$ cat src/rtl/uart_pkg.sv
// uart_pkg: types and constants shared by the transmit and receive halves of
// the board serial link. The receiver imports this same package, so the state
// encoding and data width must stay in step on both sides.
// The PARITY state is always present in the enum so the encoding is identical
// whether or not UART_TX_PARITY_EN is defined for a given build.
package uart_pkg;

  typedef enum logic [2:0] {
    IDLE   = 3'd0,
    START  = 3'd1,
    DATA   = 3'd2,
    PARITY = 3'd3,
    STOP   = 3'd4
  } uart_state_t;

  localparam int   UART_DATA_W     = 8;
  localparam logic UART_IDLE_LEVEL = 1'b1;

  // Even parity: the parity bit makes the total count of ones even.
  function automatic logic uart_even_parity(input logic [UART_DATA_W-1:0] d);
    return ^d;
  endfunction

endpackage

$ cat src/rtl/uart_tx_fifo.sv
// uart_tx_fifo: small synchronous FIFO between the bus-side byte port and the
// serial shifter. DEPTH must be a power of two, so the pointers wrap on their
// own. A push into a full FIFO and a pop from an empty FIFO are both ignored.
// The occupancy counter is the single source of full/empty, which avoids the
// usual extra pointer bit.
module uart_tx_fifo #(
  parameter int DEPTH = 4,
  parameter int WIDTH = 8
) (
  input  logic                     clk,
  input  logic                     reset,
  input  logic                     push,
  input  logic [WIDTH-1:0]         push_data,
  input  logic                     pop,
  output logic [WIDTH-1:0]         pop_data,
  output logic                     full,
  output logic                     empty,
  output logic [$clog2(DEPTH):0]   count
);

  localparam int AW = $clog2(DEPTH);
  localparam logic [AW:0] COUNT_FULL = (AW+1)'(DEPTH);

  logic [WIDTH-1:0] mem [DEPTH];
  logic [AW-1:0]    wr_ptr;
  logic [AW-1:0]    rd_ptr;
  logic             do_push;
  logic             do_pop;

  assign full     = (count == COUNT_FULL);
  assign empty    = (count == '0);
  assign do_push  = push && !full;
  assign do_pop   = pop && !empty;
  assign pop_data = mem[rd_ptr];

  // Storage array; contents of empty slots are don't-care, so no reset.
  always_ff @(posedge clk) begin
    if (do_push) begin
      mem[wr_ptr] <= push_data;
    end
  end

  // Pointers and occupancy; a simultaneous push and pop leaves count unchanged.
  always_ff @(posedge clk or posedge reset) begin
    if (reset) begin
      wr_ptr <= '0;
      rd_ptr <= '0;
      count  <= '0;
    end else begin
      if (do_push) begin
        wr_ptr <= wr_ptr + 1'b1;
      end
      if (do_pop) begin
        rd_ptr <= rd_ptr + 1'b1;
      end
      case ({do_push, do_pop})
        2'b10:   count <= count + 1'b1;
        2'b01:   count <= count - 1'b1;
        default: count <= count;
      endcase
    end
  end

endmodule

$ cat src/rtl/uart_tx_unit.sv
// uart_tx_unit: byte-serial UART transmitter, 8N1 LSB first.
// Optional feature macro: UART_TX_PARITY_EN adds an even parity bit (8E1).
//
// The bus side pushes bytes through a valid/ready port into uart_tx_fifo.
// The FSM pops the FIFO head while IDLE and shifts it out at WAIT clocks per
// bit. uart_tx is registered from the current state, so the line lags the
// state register by one clock: a byte accepted at edge N into an empty FIFO
// is popped at edge N+1 and the start bit appears at edge N+2. Every state
// still lasts exactly WAIT clocks, so the frame is 10*WAIT (11*WAIT with
// parity) and back-to-back frames are separated by one extra IDLE clock.
//
// state  | meaning
// IDLE   | line high, pop FIFO head into the shifter when available
// START  | line low for WAIT clocks
// DATA   | line = shift[0] for WAIT clocks per bit, 8 bits LSB first
// PARITY | line = even parity of the byte (only with UART_TX_PARITY_EN)
// STOP   | line high for WAIT clocks, then back to IDLE
module uart_tx_unit
  import uart_pkg::*;
#(
  parameter int WAIT  = 8,
  parameter int DEPTH = 4
) (
  input  logic                     clk,
  input  logic                     reset,
  input  logic                     in_valid,
  input  logic [UART_DATA_W-1:0]   in_data,
  output logic                     in_ready,
  output logic                     uart_tx,
  output logic                     busy,
  output logic [$clog2(DEPTH):0]   count
);

  localparam int TW = $clog2(WAIT);
  localparam logic [TW-1:0] T_LAST = TW'(WAIT - 1);
  localparam int BW = $clog2(UART_DATA_W);
  localparam logic [BW-1:0] B_LAST = BW'(UART_DATA_W - 1);

  uart_state_t            state;
  logic [TW-1:0]          timer;
  logic [BW-1:0]          bit_cnt;
  logic [UART_DATA_W-1:0] shift;
  logic                   tx_q;
  logic                   timer_done;

  logic                   fifo_full;
  logic                   fifo_empty;
  logic                   fifo_pop;
  logic                   fifo_push;
  logic [UART_DATA_W-1:0] fifo_head;

`ifdef UART_TX_PARITY_EN
  logic                   par_q;
`endif

  // in_ready is decided from registered occupancy only, so a pop on the same
  // edge never lets a push into a full FIFO.
  assign in_ready   = !fifo_full;
  assign fifo_push  = in_valid && in_ready;
  assign fifo_pop   = (state == IDLE) && !fifo_empty;
  assign timer_done = (timer == T_LAST);
  assign uart_tx    = tx_q;
  assign busy       = (state != IDLE) || !fifo_empty;

  uart_tx_fifo #(
    .DEPTH (DEPTH),
    .WIDTH (UART_DATA_W)
  ) u_fifo (
    .clk       (clk),
    .reset     (reset),
    .push      (fifo_push),
    .push_data (in_data),
    .pop       (fifo_pop),
    .pop_data  (fifo_head),
    .full      (fifo_full),
    .empty     (fifo_empty),
    .count     (count)
  );

  // Frame sequencer: state, bit timer, bit counter, shifter and registered line.
  always_ff @(posedge clk or posedge reset) begin
    if (reset) begin
      state   <= IDLE;
      timer   <= '0;
      bit_cnt <= '0;
      shift   <= '0;
      tx_q    <= UART_IDLE_LEVEL;
`ifdef UART_TX_PARITY_EN
      par_q   <= 1'b0;
`endif
    end else begin
      case (state)
        IDLE: begin
          tx_q    <= UART_IDLE_LEVEL;
          timer   <= '0;
          bit_cnt <= '0;
          if (!fifo_empty) begin
            shift <= fifo_head;
`ifdef UART_TX_PARITY_EN
            par_q <= uart_even_parity(fifo_head);
`endif
            state <= START;
          end
        end

        START: begin
          tx_q <= 1'b0;
          if (timer_done) begin
            timer <= '0;
            state <= DATA;
          end else begin
            timer <= timer + 1'b1;
          end
        end

        DATA: begin
          tx_q <= shift[0];
          if (timer_done) begin
            timer <= '0;
            shift <= shift >> 1;
            if (bit_cnt == B_LAST) begin
              bit_cnt <= '0;
`ifdef UART_TX_PARITY_EN
              state   <= PARITY;
`else
              state   <= STOP;
`endif
            end else begin
              bit_cnt <= bit_cnt + 1'b1;
            end
          end else begin
            timer <= timer + 1'b1;
          end
        end

`ifdef UART_TX_PARITY_EN
        PARITY: begin
          tx_q <= par_q;
          if (timer_done) begin
            timer <= '0;
            state <= STOP;
          end else begin
            timer <= timer + 1'b1;
          end
        end
`endif

        STOP: begin
          tx_q <= UART_IDLE_LEVEL;
          if (timer_done) begin
            timer <= '0;
            state <= IDLE;
          end else begin
            timer <= timer + 1'b1;
          end
        end

        default: begin
          tx_q    <= UART_IDLE_LEVEL;
          timer   <= '0;
          bit_cnt <= '0;
          state   <= IDLE;
        end
      endcase
    end
  end

endmodule

$ cat config.mk
export PLATFORM = sky130hd
export DESIGN_NAME = uart_tx_unit
export DESIGN_NICKNAME = d
export VERILOG_FILES = /design/src/rtl/uart_pkg.sv /design/src/rtl/uart_tx_fifo.sv /design/src/rtl/uart_tx_unit.sv
export SDC_FILE = /design/constraint.sdc
export NUM_CORES = 1
export LEC_CHECK = 0
export BUFFER_PORTS_ARGS = -buffer_cell sky130_fd_sc_hd__buf_2
export CORE_ASPECT_RATIO = 1.25
export CORE_MARGIN = 5
export CORE_UTILIZATION = 61
export CTS_CLUSTER_DIAMETER = 50
export DETAILED_ROUTE_END_ITERATION = 16
export MAX_ROUTING_LAYER = met4
export PLACE_DENSITY = 0.8
export SYNTH_ARGS = -nofsm -noshare
export SYNTH_HDL_FRONTEND = slang
export SYNTH_SLANG_ARGS = --single-unit
export TNS_END_PERCENT = 100
$ cat constraint.sdc
create_clock -name clk -period 3.25 [get_ports clk]
set_input_delay 0.65 -clock clk [delete_from_list [all_inputs] [get_ports clk]]
set_output_delay 0.65 -clock clk [all_outputs]
set_load 0.01 [all_outputs]
# After elaboration in Yosys (flattened, before gate mapping)
# Memories as Yosys holds them, arrays and structs flattened.
# Index checks and enable logic that the tools add are counted.
dict set report classes {
  add_sub_neg 6
  multipliers 0
  n_div 0
  magnitude_cmp 0
  eq_ne 13
  n_shift 0
  n_mux 18
  n_bitwise 1
  n_reduce_logical 17
}
# operator count
set ops {}
lappend ops {{$mux W3} 9}
lappend ops {{$mux W8} 2}
lappend ops {{$pmux W8 S2} 1}
lappend ops {{$eq A3 B3 Y1 const B} 4}
lappend ops {{$pmux W3 S2} 2}
lappend ops {{$pmux W3 S4} 1}
lappend ops {{$ne A2 B2 Y1 const B} 5}
lappend ops {{$add A3 B1 Y3 const B} 3}
lappend ops {{$logic_not A3 Y1} 2}
lappend ops {{$reduce_and A5 Y1} 1}
lappend ops {{$add A2 B1 Y2 const B} 2}
lappend ops {{$logic_and A1 B1 Y1} 4}
lappend ops {{$reduce_bool A2 Y1} 2}
lappend ops {{$eq A3 B1 Y1 const B} 1}
lappend ops {{$eq A3 B2 Y1 const B} 1}
lappend ops {{$reduce_and A3 Y1} 1}
lappend ops {{$reduce_bool A3 Y1} 1}
lappend ops {{$reduce_or A3 Y1} 1}
lappend ops {{$sub A3 B1 Y3 const B} 1}
lappend ops {{$eq A2 B1 Y1 const B} 1}
lappend ops {{$eq A2 B2 Y1 const B} 1}
lappend ops {{$logic_not A1 Y1} 2}
lappend ops {{$mux W1} 2}
lappend ops {{$pmux W1 S2} 1}
lappend ops {{other kinds (4)} 4}
dict set report totals {
  register_bits 25
  latch_bits 0
  ram_bits 32
  mem_bits_ro 0
  out_inout_bits 6
  elab_cells 64
  n_memories 1
}
# memory depth width read_ports rd_clocked_by_memory_dff wr line_no
set memory_table {}
lappend memory_table {u_fifo.mem 4 8 1 0 1 uart_tx_fifo.sv:24} ;# logic [WIDTH-1:0] mem [DEPTH];

# Logic depth before layout (Yosys ltp)
dict set report logic_depth {
  ltp_word 6
  mapped_depth 9
}

# Cells and area by module
# From an unflattened synthesis, not the netlist that was laid out.
dict set report unflattened {
  hier_cells 169
  area_unflattened_um2 2602.5
}
# module n_inst cells_per_inst area_each_um2 seq_area_each_um2
set modules_own_cells {}
lappend modules_own_cells {uart_tx_fifo 1 80 1596.5 1136.1}
lappend modules_own_cells {uart_tx_unit 1 89 1006.0 451.7}

# Worst setup path before layout
# Ideal clock, no wire load.
dict set report synth_timing {
  path_type {register -> register}
  startpoint {reg u_fifo.count[0]}
  endpoint {reg u_fifo.count[2]}
  setup_ns 0.079
  t_arrival_ns 2.126
  t_required_ns 3.171
  path_slack_ns 1.045
  path_stages_with_launch 10
  n_path_buf 0
  cell_sequence {dfrtp_1 > or3b_1 > and2_1 > inv_1 > ha_1 > inv_1 > fa_1 > xor2_1 > nor2_1 > xor2_1}
}
dict set report synth_between {
  elab_chain_cells 6
  word_cells_on_any_way 14
}
# element line_no
set synth_rtl {}
lappend synth_rtl {{start: declaration} uart_tx_fifo.sv:18} ;# output logic [$clog2(DEPTH):0] count
lappend synth_rtl {{start signal: assignment} uart_tx_fifo.sv:57} ;# 2'b10: count <= count + 1'b1;
lappend synth_rtl {{start signal: assignment} uart_tx_fifo.sv:58} ;# 2'b01: count <= count - 1'b1;
lappend synth_rtl {{start signal: assignment} uart_tx_fifo.sv:59} ;# default: count <= count;
lappend synth_rtl {{$eq A3 B3 Y1 (*)} uart_tx_fifo.sv:30} ;# assign full = (count == COUNT_FULL);
lappend synth_rtl {{$logic_not A1 Y1 (*)} uart_tx_unit.sv:58} ;# assign in_ready = !fifo_full;
lappend synth_rtl {{net in_ready} uart_tx_unit.sv:28} ;# output logic in_ready,
lappend synth_rtl {{$logic_and A1 B1 Y1} uart_tx_unit.sv:59} ;# assign fifo_push = in_valid && in_ready;
lappend synth_rtl {{$logic_and A1 B1 Y1 (*)} uart_tx_fifo.sv:32} ;# assign do_push = push && !full;
lappend synth_rtl {{$eq A2 B1 Y1 / $eq A2 B2 Y1 (equally long branches)} uart_tx_fifo.sv:56} ;# case ({do_push, do_pop})
lappend synth_rtl {{$pmux W3 S2 / $reduce_bool A2 Y1 (equally long branches)} -}
# The timed path passes the listed nets; every way through them passes the cells marked *.
# A chain may end at the register's enable or synchronous reset.

# Worst setup path after layout
dict set report layout_timing {
  startpoint {reg state[0]}
  endpoint {reg u_fifo.count[2]}
}
dict set report layout_between {
  elab_chain_cells 5
  word_cells_on_any_way 7
}
# element line_no
set layout_rtl {}
lappend layout_rtl {{start: declaration} uart_tx_unit.sv:39} ;# uart_state_t state;
lappend layout_rtl {{start signal: assignment} uart_tx_unit.sv:83} ;# state <= IDLE;
lappend layout_rtl {{start signal: assignment} uart_tx_unit.sv:102} ;# state <= START;
lappend layout_rtl {{start signal: assignment} uart_tx_unit.sv:110} ;# state <= DATA;
lappend layout_rtl {{$logic_not A3 Y1 (*)} uart_tx_unit.sv:60} ;# assign fifo_pop = (state == IDLE) && !fifo_empty;
lappend layout_rtl {{$logic_and A1 B1 Y1 (*)} uart_tx_unit.sv:60}
lappend layout_rtl {{$logic_and A1 B1 Y1 (*)} uart_tx_fifo.sv:33} ;# assign do_pop = pop && !empty;
lappend layout_rtl {{net u_fifo.do_pop} uart_tx_fifo.sv:28} ;# logic do_pop;
lappend layout_rtl {{$eq A2 B1 Y1 / $eq A2 B2 Y1 (equally long branches)} uart_tx_fifo.sv:56}
lappend layout_rtl {{$pmux W3 S2 / $reduce_bool A2 Y1 (equally long branches)} -}
# Marked as above.

==> flow_metrics.py <==
metrics = {
    "logic_synthesis": {
        "yosysUniqueCellTypes": 39,
        "synth_compound_area_share_pct": 4.743,
        "ys_ff_latch": 57,
        "synth_fa_ha_area_share_pct": 5.183,
        "synthMuxAreaShare_pct": 14.62,
        "async_reset_ff_share_pct": 43.86,
        "synth_top_family_by_area": "multiplexers",
        "synthFlopType": "edfxtp_1",
        "syn_avg_cell_area_um2": 15.51,
        "yosys.area_share.simple_pct": 8.509,
        "syn_area_mm2": 0.002559,
        "synth_cells": 165,
        "synth_edf_count": 32,
        "yosys_warnings": 0,
        "seq_area_frac_synth_pct": 62.05,
        "syn-num-nets": 186,
        "yosys.area_share.xor_xnor_pct": 2.054,
    },
    "critical_path": {
        "cp.arrival_ns": 2.57,
        "startpoint_type": "register",
        "path_class": "reg -> reg",
        "path_max_fanout": 15,
        "crit_path_end_kind": "register",
        "critPathRequiredTime_ns": 3.50,
    },
    "detailed_routing": {
        "drt_pass1_iterations": 4,
        "drc": 0,
        "drt_iter0_drc": 73,
        "drt-total-wl_um": 4320,
        "wire_per_inst_um": 17.56,
        "antenna_left": 0,
        "dr_total_vias": 1389,
        "via_per_inst": 5.646,
    },
    "sta": {
        "setup_ws_ns": 0.9250,
        "fmax_ghz": 0.4301,
        "setup-violations-final": 0,
        "finalSetupTns_ns": 0,
        "period_minus_slack_ns": 2.325,
        "finalCritPeriodShare_pct": 71.54,
        "final_hold_viol_count": 0,
        "fin_skew_ns": 0.007601,
        "rsz0062_at_grt": "no",
        "worst_pin_slew_ns": 0.9301,
        "whs_ns": 0.4582,
        "drv_slew": 0,
        "maxSlewHeadroom_pct": 37.93,
    },
    "grt": {
        "grt_pass1_vias": 1536,
        "grt.overflow.total": 0,
        "antenna_found_initial": 0,
        "grt_start_max_net_pins": 26,
        "grt_first_pass_wirelength_um": 7265,
        "grt_usage_pct": 19.47,
    },
    "cts": {
        "cts_tree": "done",
        "clockBufferDepth": 2,
        "numCtsBuffers": 9,
        "postCtsSetupBuffers": 0,
        "clock-sinks": 57,
        "clock_latency_ns": 0.33,
        "htree_levels": 3,
        "cts_resized": 0,
        "cts.clk_slew.worst_paths_ns": 0.06,
        "clockRootBuffer": "clkbuf_8",
        "holdBufCountCts": 0,
    },
    "pwr": {
        "ir_worst_vdd_uv": 404.7,
        "leakagePower_nw": 1.142,
        "report.power.total_mw": 1.746,
        "p_per_area_mw_per_mm2": 617.6,
    },
    "cells_and_area": {
        "nets": 206,
        "drive_above_1_share_pct": 28.42,
        "syn2layout_area_growth_pct": 10.46,
        "instances_no_fill": 246,
        "antenna_cells": 0,
        "nFillCells": 299,
        "utilization_pct": 69.51,
        "design_area_mm2": 0.002826,
    },
    "placement": {
        "place_congestion": 0.7838,
        "placed_area_mm2": 0.002670,
        "pre_cts_ws_ns": 0.9389,
        "dpl.hpwl_um": 3050,
        "io_buffers": 16,
        "dp_cells": 230,
    },
    "floorplanning": {
        "design.die.area_mm2": 0.005598,
        "coreArea_mm2": 0.004066,
        "start_util_pct": 62.92,
        "io-pin-count": 17,
        "die_height_um": 82.41,
        "placementRows": 26,
        "die_x_um": 67.93,
    },
    "flow_run": {
        "maxCapViolCount": 0,
    },
    "run_status": {
        "status": "finished clean",
    },
    "hold_path": {
        "hp-class": "reg -> reg",
    },
}
==> worst paths after layout <==
path	start	end	slack (ns)	cells after the start
min	timer[0]	timer[0]	0.46	1
max reg2reg	state[0]	u_fifo.count[2]	0.93	8
min reg2reg	timer[0]	timer[0]	0.46	1
max in group asynchronous	reset	u_fifo.wr_ptr[1]	2.16	2
min in group asynchronous	reset	bit_cnt[2]	0.52	2
max	state[0]	u_fifo.count[2]	0.93	8
==> worst max-delay path, stage by stage (launching register included) <==
cell and delay (ns):
dfrtp_1 0.54, nor3_1 0.34, and2_1 0.27, ha_1 0.21, inv_1 0.06, fa_1 0.37, xor2_1 0.16, nor2_1 0.12
xor2_1 0.16
==> cells in the final DEF, fill, tap and decap left out, types with 2 or more instances in the layout <==
| cell type | synthesis | routed |
|---|---|---|
| nor2b_1 | 8 | 8 |
| and3_1 | 4 | 4 |
| dfrtp_1 | 24 | 24 |
| xnor2_1 | 3 | 3 |
| clkbuf_1 | 4 | 3 |
| mux4_2 | 7 | 7 |
| a21oi_1 | 2 | 2 |
| clkinv_2 | 0 | 2 |
| ha_1 | 9 | 9 |
| edfxtp_1 | 32 | 32 |
| nor2_1 | 3 | 3 |
| nor3b_1 | 5 | 5 |
| nand2_1 | 5 | 5 |
| nor3_1 | 4 | 4 |
| clkbuf_8 | 0 | 9 |
| buf_2 | 0 | 16 |
| o21ai_0 | 4 | 4 |
| xor2_1 | 3 | 3 |
| mux2_2 | 16 | 16 |
| inv_1 | 9 | 9 |
| and2_1 | 2 | 2 |
==> power by group <==
part	leakage, nW	switching (mW)	total, mW	internal, mW
sequential	0.600	0.0566	0.947	0.890
combinational	0.464	0.162	0.274	0.112
clock	0.0778	0.254	0.525	0.271
total	1.14	0.472	1.75	1.27
==> logic make-up after synthesis <==
group / count (synthesis)
flops: 57
fa+ha+maj: 10
xor+xnor: 6
simple gates: 36
buf+inv: 16
mux: 25
compound gates: 15
==> final cells by class <==
class	count	area (um^2)	share of cell area (%)
Multi-Input combinational cell	92	898.4	31.78
Clock buffer	12	135.1	4.781
Clock inverter	4	21.27	0.7525
Tap cell	56	70.07	2.479
Timing Repair Buffer	16	80.08	2.833
Sequential cell	57	1588	56.18
Inverter	9	33.78	1.195
==> routing by layer <==
metal	track usage (%)	wire, um	vias to the layer above
met4	9.742	109	0
met1	21.30	1651	694
met5	-	0	-
met3	6.495	198	10
met2	31.53	2360	31
li1	-	-	654
==> registers in the layout, indices dropped and copies added (netlist names) <==
signal / cells
timer: 3
u_fifo.mem: 32
state: 3
shift: 8
bit_cnt: 3
uart_tx: 1
u_fifo.wr_ptr: 2
u_fifo.rd_ptr: 2
u_fifo.count: 3
==> synth_stat cells (2+ instances only) <==
cell type / count / share of area (%)
nor3b_1: 5 / 1.5
and3_1: 4 / 0.98
mux4_2: 7 / 6.2
o21ai_0: 4 / 0.78
inv_1: 9 / 1.3
nand2_1: 5 / 0.73
clkbuf_1: 4 / 0.59
ha_1: 9 / 4.4
mux2_2: 16 / 7.0
edfxtp_1: 32 / 38
and2_1: 2 / 0.49
xnor2_1: 3 / 1.0
xor2_1: 3 / 1.0
a21oi_1: 2 / 0.39
nor3_1: 4 / 0.78
dfrtp_1: 24 / 23
nor2b_1: 8 / 2.0
nor2_1: 3 / 0.44
No activity file was read; power rests on OpenSTA's default activity.
